### config.mk
export PLATFORM = sky130hd
export DESIGN_NAME = sisc_rf_sb
export DESIGN_NICKNAME = d
export VERILOG_FILES = /design/src/rtl/sisc_rf_sb_pkg.sv /design/src/rtl/sisc_rd_port.sv /design/src/rtl/sisc_rf_sb.sv
export SDC_FILE = /design/constraint.sdc
export NUM_CORES = 1
export LEC_CHECK = 0
export CAP_MARGIN = 10
export CORE_ASPECT_RATIO = 1.2
export CORE_UTILIZATION = 40
export DETAILED_ROUTE_END_ITERATION = 16
export DONT_BUFFER_PORTS = 1
export PLACE_DENSITY = 0.58
export SYNTH_ARGS = -nofsm -noshare
export SYNTH_HDL_FRONTEND = slang
export SYNTH_SLANG_ARGS = --single-unit
### constraint.sdc
create_clock -name clk -period 7 [get_ports clk]
set_clock_uncertainty 0.1 [all_clocks]
set_input_delay 0.7 -clock clk [delete_from_list [all_inputs] [get_ports clk]]
set_output_delay 0.7 -clock clk [all_outputs]
set_load 0.02 [all_outputs]
### src/rtl/sisc_rf_sb_pkg.sv
// Shared constants for the SISC register file: default widths and status flag bit positions.
package sisc_rf_sb_pkg;

  localparam int DEF_DATA_W = 32;
  localparam int DEF_ADDR_W = 4;
  localparam int DEF_STAT_W = 4;

  // Bit positions of the ALU flags inside stat_in / stat_out.
  typedef enum logic [1:0] {
    STAT_C = 2'd0,
    STAT_V = 2'd1,
    STAT_N = 2'd2,
    STAT_Z = 2'd3
  } stat_bit_e;

endpackage

### src/rtl/sisc_rd_port.sv
// One combinational read port: array lookup, optional write-through forwarding and busy lookup.
module sisc_rd_port
  import sisc_rf_sb_pkg::*;
#(
  parameter int DATA_W  = DEF_DATA_W,
  parameter int ADDR_W  = DEF_ADDR_W,
  parameter bit ZERO_R0 = 1'b1,
  parameter bit BYPASS  = 1'b1
) (
  input  logic [ADDR_W-1:0]               addr,
  input  logic [(2**ADDR_W)*DATA_W-1:0]   regs,
  input  logic [2**ADDR_W-1:0]            busy,
  input  logic                            wr_eff,
  input  logic [ADDR_W-1:0]               wa,
  input  logic [DATA_W-1:0]               wd,
  output logic [DATA_W-1:0]               data,
  output logic                            hazard
);

  logic is_zero;
  logic fwd;

  always_comb begin
    is_zero = ZERO_R0 && (addr == '0);
    fwd     = BYPASS && wr_eff && (wa == addr);
    data    = regs[int'(addr)*DATA_W +: DATA_W];
    hazard  = busy[addr];
    // A same-cycle write both supplies the data and retires the pending claim.
    if (fwd) begin
      data   = wd;
      hazard = 1'b0;
    end
    if (is_zero) begin
      data   = '0;
      hazard = 1'b0;
    end
  end

endmodule

### src/rtl/sisc_rf_sb.sv
// SISC register file with status register and per-register busy scoreboard for RAW stalls.
module sisc_rf_sb
  import sisc_rf_sb_pkg::*;
#(
  parameter int DATA_W  = DEF_DATA_W,
  parameter int ADDR_W  = DEF_ADDR_W,
  parameter int NRD     = 2,
  parameter int STAT_W  = DEF_STAT_W,
  parameter bit ZERO_R0 = 1'b1,
  parameter bit BYPASS  = 1'b1
) (
  input  logic                     clk,
  input  logic                     rst_f,
  input  logic [NRD*ADDR_W-1:0]    rd_addr,
  output logic [NRD*DATA_W-1:0]    rd_data,
  output logic [NRD-1:0]           rd_busy,
  input  logic                     we,
  input  logic [ADDR_W-1:0]        wa,
  input  logic [DATA_W-1:0]        wd,
  input  logic                     claim_en,
  input  logic [ADDR_W-1:0]        claim_addr,
  output logic                     claim_ok,
  input  logic [STAT_W-1:0]        stat_in,
  input  logic                     stat_en,
  output logic [STAT_W-1:0]        stat_out,
  output logic [2**ADDR_W-1:0]     busy_vec
);

  localparam int NREGS = 2**ADDR_W;

  logic [DATA_W-1:0]       regs [NREGS];
  logic [NREGS*DATA_W-1:0] regs_flat;
  logic [NREGS-1:0]        busy;
  logic [NREGS-1:0]        busy_nxt;
  logic [STAT_W-1:0]       stat;
  logic                    wr_eff;
  logic                    claim_set;

  assign wr_eff = we && !(ZERO_R0 && (wa == '0));

  // A busy target is still claimable when its writeback lands in the same cycle.
  assign claim_ok  = claim_en && (!busy[claim_addr] || (we && (wa == claim_addr)));
  assign claim_set = claim_ok && !(ZERO_R0 && (claim_addr == '0));

  always_comb begin
    busy_nxt = busy;
    if (wr_eff)    busy_nxt[wa]         = 1'b0;
    if (claim_set) busy_nxt[claim_addr] = 1'b1;
  end

  always_ff @(posedge clk) begin
    if (!rst_f) begin
      for (int k = 0; k < NREGS; k++) regs[k] <= '0;
      busy <= '0;
      stat <= '0;
    end else begin
      if (wr_eff)  regs[wa] <= wd;
      busy <= busy_nxt;
      if (stat_en) stat <= stat_in;
    end
  end

  assign busy_vec = busy;
  assign stat_out = stat;

  for (genvar k = 0; k < NREGS; k++) begin : g_flat
    assign regs_flat[k*DATA_W +: DATA_W] = regs[k];
  end

  for (genvar i = 0; i < NRD; i++) begin : g_rd
    sisc_rd_port #(
      .DATA_W (DATA_W),
      .ADDR_W (ADDR_W),
      .ZERO_R0(ZERO_R0),
      .BYPASS (BYPASS)
    ) u_port (
      .addr  (rd_addr[i*ADDR_W +: ADDR_W]),
      .regs  (regs_flat),
      .busy  (busy),
      .wr_eff(wr_eff),
      .wa    (wa),
      .wd    (wd),
      .data  (rd_data[i*DATA_W +: DATA_W]),
      .hazard(rd_busy[i])
    );
  end

endmodule

## Yosys cells after proc, flatten, opt, wreduce, memory -nomap -nowiden

Memory sizes are Yosys's and may differ from the RTL's.
Cells that the tools add are included.

| storage, ports and cells | value |
|---|---|
| input bits | 57 |
| memories | 1 |
| flip-flop bits (word level) | 20 |
| bits in read-only memories | 0 |
| logic and storage cells | 61 |
| RAM bits | 512 |
| bits in latches | 0 |
| output and inout port bits | 87 |

| operators by class | value |
|---|---|
| shift-type cells | 2 |
| mux-type cells | 27 |
| eq/ne operators | 3 |
| div/mod/pow operators | 0 |
| $add $sub $neg | 0 |
| $lt $le $gt $ge | 6 |
| multiply operators | 0 |
| bitwise logic cells | 3 |
| reductions and logical operators | 17 |

Memories:

| memory | depth | width | rd ports | clocked after memory_dff | write ports | RTL line | RTL |
|---|---|---|---|---|---|---|---|
| regs | 16 | 32 | 16 | 0 | 16 | sisc_rf_sb.sv:31 | `logic [DATA_W-1:0] regs [NREGS];` |

Operators by type and width:

| cell | number |
|---|---|
| 512-bit by 10-bit indexed part select with 32-bit output | 2 |
| 32-bit two-way mux | 5 |
| 16-bit two-way mux | 2 |
| 32-bit OR reduction | 1 |
| 4-bit by 5-bit < comparator with 1-bit output (second input constant) | 4 |
| 16-bit AND | 1 |
| 4-bit logical NOT | 4 |
| 16-bit inverter | 1 |
| 16-bit bitwise OR | 1 |
| 1-bit two-way mux | 14 |
| 1-bit binary-select mux with 4-bit select | 3 |
| 4-bit equality test | 3 |
| 1-bit demux with 4-bit select | 2 |
| 4-bit by 1-bit greater-or-equal comparator with 1-bit output (second input constant) | 2 |
| 1-bit logical AND | 8 |
| 4-bit two-way mux | 1 |
| 1-bit logical NOT | 3 |
| 1-bit logical OR | 1 |

## Longest topological paths before layout

| depth | value |
|---|---|
| depth in word-level cells | 9 |
| mapped depth | 9 |
| mapped depth without buffers | 4 |

## By module

A second synthesis with hierarchy kept.

| second synthesis, totals | value |
|---|---|
| cell total of the unflattened synthesis | 2006 |
| area, all modules | 29380.7 um^2 |

Modules (own cells, without submodules):

| module | cells each | sequential area each (um^2) | times used | area an instance (um^2) |
|---|---|---|---|---|
| sisc_rf_sb | 1230 | 15775.1 | 1 | 19991.7 |
| sisc_rd_port | 388 | 0.0 | 2 | 4694.5 |

## Worst setup path after synthesis

OpenSTA, ideal clock, no wires.

| timing | value |
|---|---|
| kind | in2reg |
| from | input wa[1] |
| to | register busy[12] (netlist: busy_vec[12]) |
| stages on the path | 5 |
| setup time | 263 ps |
| required time | 6637 ps |
| path slack | 2774 ps |
| path buffers | 2 |
| arrival time | 3862 ps |
| path through | buf_2 -> or2_1 -> buf_2 -> o21ai_0 -> o32ai_1 |

| between the ends | value |
|---|---|
| word-level cells in the longest chain between the ends | 9 |
| elaborated cells between the ends (all ways) | 18 |
| those cells by class | order compare: 2; eq/ne: 1; mux: 4; bitwise: 3; reduce/logical: 8 |

RTL lines:

| what | RTL line | RTL |
|---|---|---|
| start, declared | sisc_rf_sb.sv:18 | `input logic [ADDR_W-1:0] wa,` |
| 4-bit by 5-bit < comparator with 1-bit output (implied by the code) or 4-bit by 1-bit greater-or-equal comparator with 1-bit output (tied branches) | sisc_rf_sb.sv:47 | `if (wr_eff) busy_nxt[wa] = 1'b0;` |
| 1-bit logical AND (implied by the code) | sisc_rf_sb.sv:47 |  |
| 1-bit two-way mux (implied by the code) | sisc_rf_sb.sv:47 |  |
| 1-bit demux with 4-bit select | sisc_rf_sb.sv:47 |  |
| 16-bit inverter (no line) | - |  |
| 16-bit AND (no line) | - |  |
| 16-bit two-way mux | sisc_rf_sb.sv:47 |  |
| 16-bit bitwise OR (no line) | - |  |
| 16-bit two-way mux * | sisc_rf_sb.sv:48 | `if (claim_set) busy_nxt[claim_addr] = 1'b1;` |
| end signal, assigned | sisc_rf_sb.sv:58 | `busy <= busy_nxt;` |
| end, declared | sisc_rf_sb.sv:33 | `logic [NREGS-1:0] busy;` |

Every way passes the cells marked *; elsewhere a longest branch is shown, timed or not.
A chain may end at the register's enable or synchronous reset.

## Final worst setup path

| timing | value |
|---|---|
| from | input wa[1] |
| to | output rd_data[62] |

| between the ends | value |
|---|---|
| word-level cells in the longest chain between the ends | 6 |
| elaborated cells between the ends (all ways) | 7 |
| those cells by class | eq/ne: 1; mux: 2; reduce/logical: 4 |

RTL lines:

| what | RTL line | RTL |
|---|---|---|
| 4-bit logical NOT | sisc_rf_sb.sv:39 | `assign wr_eff = we && !(ZERO_R0 && (wa == '0));` |
| 1-bit logical NOT | sisc_rf_sb.sv:39 |  |
| 1-bit logical AND | sisc_rf_sb.sv:39 |  |
| 1-bit logical AND * | sisc_rd_port.sv:25 | `fwd = BYPASS && wr_eff && (wa == addr);` |
| 32-bit two-way mux * | sisc_rd_port.sv:29 | `if (fwd) begin` |
| 32-bit two-way mux * | sisc_rd_port.sv:33 | `if (is_zero) begin` |
| end, declared | sisc_rf_sb.sv:15 | `output logic [NRD*DATA_W-1:0] rd_data,` |

Marked as above.

==> summary.md <==
| Metric | Value |
|---|---|
| Outcome | `finished, final reports clean` |
| Final net count | `approximately 1,900` |
| Clock sink count | `between 500 and 600` |
| TritonCTS clock tree | `done` |
| VDD IR max | `roughly 160 uV` |
| Number of antenna violations at the first check in global routing | `2` |
| Number of buffers added by the clock tree synthesis step | `55` |
| Power density cells | `approximately 240 nW/um^2` |
| Worst setup slack after layout | `between 3 and 4 ns` |
| Count of unresolved DRC violations after routing | `0` |
| Max Clk Rate | `between 200 and 300 MHz` |
| Unrepaired setup endpoints after global routing | `no` |
| Vias per std cell | `6.01` |
| Maximum Capacitance Violations | `0` |
| Slew headroom | `39.7%` |
| Placed wire-length estimate after detailed placement | `approximately 44,000 um` |
| Cell count after synthesis | `~1,900` |
| Number of buffers added to fix hold violations after cts | `0` |
| Number of setup violations in the final report | `0` |
| Clock latency at the later pin of the worst-skew pair | `approximately 0.61 ns` |
| Final-report hold violation count | `0` |
| Drt initial violations | `1,509` |
| Post-DRT Antenna Nets | `0` |
| Type of the worst min-delay path | `in -> reg` |
| Total chip power | `roughly 7.7 mW` |
| Root Driver | `sky130_fd_sc_hd__clkbuf_16` |
| Yosys warns | `0` |
| Summed instance area of the synthesized netlist | `about 29,000 sq um` |
| Setup fix buffers added after clock tree synthesis | `0` |
| Clock slew at reported path FFs | `about 0.060 ns` |
| Top library cells by usage in the layout, fill and taps aside | `sky130_fd_sc_hd__edfxtp_1 (512), sky130_fd_sc_hd__and2_1 (481), sky130_fd_sc_hd__mux4_2 (268), sky130_fd_sc_hd__mux2i_1 (195), sky130_fd_sc_hd__a22o_1 (63)` |
| Number of vias in the routed layout | `approximately 17,000` |
| Total number of H-tree levels | `2` |
| Post-synthesis sequential element count | `between 500 and 600` |
| Maximum fanout encountered on the critical timing path | `20` |
| RD Place Congestion | `roughly 0.78` |
| Mean cell area of the mapped netlist | `15.6 sq um` |
| Maximum number of pins on one net before global-route repair | `~130` |
| Post-route minimum period | `between 3 and 4 ns` |
| Overall global routing resource usage | `23.6%` |
| Number of buffers between clock root and the deepest sink | `3` |
| Fraction of final layout cells with drive strength greater than 1 | `22.9%` |
| Crit-path slowest cell | `sky130_fd_sc_hd__o21a_2` |
| Endpoint type of the worst setup path | `primary output` |
| Remaining Overflow, GRT | `0` |
| Register area share after synthesis | `around 54%` |
| Synthesis-to-finish area growth | `9.22%` |
| Fraction of the cycle the final worst path needs | `between 50 and 60%` |
| FP Rows | `approximately 110` |
| Sequence of cells on the critical path | `or2_1, o31ai_4, o21a_2, buf_4, a32o_1` |
| Combined buffer and inverter count along the critical path | `1` |
| Count of cell types in the netlist | `37` |
| Startpoint types | `primary input` |
| Total of buffers placed on input and output ports | `0` |
| Setup slack of the most critical reg-to-reg path | `between 5 and 6 ns` |
| Gate family responsible for the most delay along the worst path | `compound AO/OA/AOI/OAI gates` |
| Area of the core | `roughly 70,000 sq um` |
| Startpoint-to-endpoint class of the critical path | `in -> out` |
| Initial Util | `slightly above 40%` |
| Final standard cell utilization of the core | `44.5%` |
| Width of the chip | `248 um` |
| Required time of the critical path | `6.20 ns` |
| Number of pins exceeding their max-slew limit in the final report | `0` |
| Floorplan die height | `a little under 300 um` |
| Measured slew at the worst slew-check pin | `~0.90 ns` |
| Static Leak | `11.2 nW` |
| Wire length of the first global-routing pass | `124,000 um` |
| Most common library cell in the layout ignoring fill and taps | `sky130_fd_sc_hd__edfxtp_1` |
| Via count of the first global-routing pass | `~18,000` |
| Post-cts repair resize count | `0` |
| DP Worst Slack | `roughly 3.3 ns` |
| Total Negative Setup Slacks | `0 ns` |
| Ant. Diodes | `0` |
| Overall routed net length | `~86,000 um` |
| Top Ports | `approximately 140` |
| Initial DRT Pass Iterations | `5` |
| Avg WL per Cell | `31.1 um` |
| Area of the die | `73,800 sq um` |
| Arrival time of the worst setup path | `around 2.9 ns` |
| Largest stage delay on the critical path | `0.50 ns` |
cell usage after synthesis:
library cell	number	area (sq um)
sky130_fd_sc_hd__conb_1	1	3.75
sky130_fd_sc_hd__mux2_2	2	22.5
sky130_fd_sc_hd__o211a_1	2	20.0
sky130_fd_sc_hd__nand4b_1	1	8.76
sky130_fd_sc_hd__nand3b_1	5	37.5
sky130_fd_sc_hd__mux2i_1	195	1950
sky130_fd_sc_hd__and4_1	1	8.76
sky130_fd_sc_hd__buf_4	9	67.6
sky130_fd_sc_hd__o31ai_4	1	21.3
sky130_fd_sc_hd__nand4_1	4	25.0
sky130_fd_sc_hd__mux4_2	268	6040
sky130_fd_sc_hd__o21ai_0	17	85.1
sky130_fd_sc_hd__o32a_1	1	10.0
sky130_fd_sc_hd__edfxtp_1	512	15400
sky130_fd_sc_hd__a32o_1	1	10.0
sky130_fd_sc_hd__dfxtp_1	20	400
sky130_fd_sc_hd__o211ai_1	2	15.0
sky130_fd_sc_hd__nand2_1	5	18.8
sky130_fd_sc_hd__a21boi_1	3	22.5
sky130_fd_sc_hd__or3_1	2	12.5
sky130_fd_sc_hd__nand2b_1	2	12.5
sky130_fd_sc_hd__buf_1	10	37.5
sky130_fd_sc_hd__o21a_2	2	17.5
sky130_fd_sc_hd__a211oi_1	2	15.0
sky130_fd_sc_hd__buf_6	19	214
sky130_fd_sc_hd__o32ai_1	15	131
sky130_fd_sc_hd__and2_1	481	3010
sky130_fd_sc_hd__inv_1	19	71.3
sky130_fd_sc_hd__a21oi_1	2	10.0
sky130_fd_sc_hd__buf_2	58	290
sky130_fd_sc_hd__nor2_1	23	86.3
sky130_fd_sc_hd__or4_1	2	15.0
sky130_fd_sc_hd__nand3_1	5	25.0
sky130_fd_sc_hd__xnor2_1	12	105
sky130_fd_sc_hd__clkbuf_1	92	345
sky130_fd_sc_hd__a22o_1	63	552
sky130_fd_sc_hd__or2_1	1	6.26
power by group:
| part | switching, mW | leakage (nW) | internal [mW] |
|---|---|---|---|
| clock | 1.27 | 0.920 | 1.85 |
| combinational | 0.432 | 5.17 | 0.420 |
| sequential | 0.0911 | 5.07 | 3.68 |
layer usage:
metal / vias to the layer above / part of all wire, % / global-route usage (%) / routed length, um
met3: 128 / 5.8 / 2.86 / 4960
met4: 0 / 2.5 / 6.40 / 2130
met5: - / 0 / 0 / 0
li1: 7049 / - / - / -
met2: 545 / 53 / 41.8 / 45500
met1: 8899 / 39 / 30.1 / 33400
flip-flops by register name, summed over array words and instances (netlist names):
signal,flops
regs,512
stat_out,4
busy_vec,16
logic make-up after synthesis:
group	after synthesis	synth area share, %
flip-flops	532	54.2
AND/OR/NAND/NOR	532	11.2
AO/OA/AOI/OAI	111	3.13
XOR/XNOR	12	0.361
other	1	0.0129
multiplexers	465	27.5
buffers and inverters	207	3.53
final timing paths:
path / start / depth (start not counted) / to
setup / recovery: wa[1] / 5 / rd_data[62]
hold / removal: rst_f / 1 / busy_vec[0]
setup reg to reg: busy_vec[11] / 4 / busy_vec[3]
hold reg to reg: stat_out[3] / 2 / stat_out[3]
through the flow:
step / hold WS, ns / std cells / instance area, sq um
after floorplan: 0.455 / 1891 / 29200
after global placement: 0.493 / 2664 / 29900
after detailed placement: 0.502 / 2664 / 29900
after CTS: 0.101 / 2766 / 31800
after global routing: 0.120 / 2766 / 31800
final: 0.127 / 2766 / 31800
layout make-up:
class                      count  area [sq um]
timing repair buffer          35           263
sequential                   532         15800
inverter                      19          71.3
clock buffer                  65          1410
multi-input combinational   1152         12600
fill                        6262         39700
clock inverter                37           464
tap                          926          1160
Power figures use the tool's default switching activity.
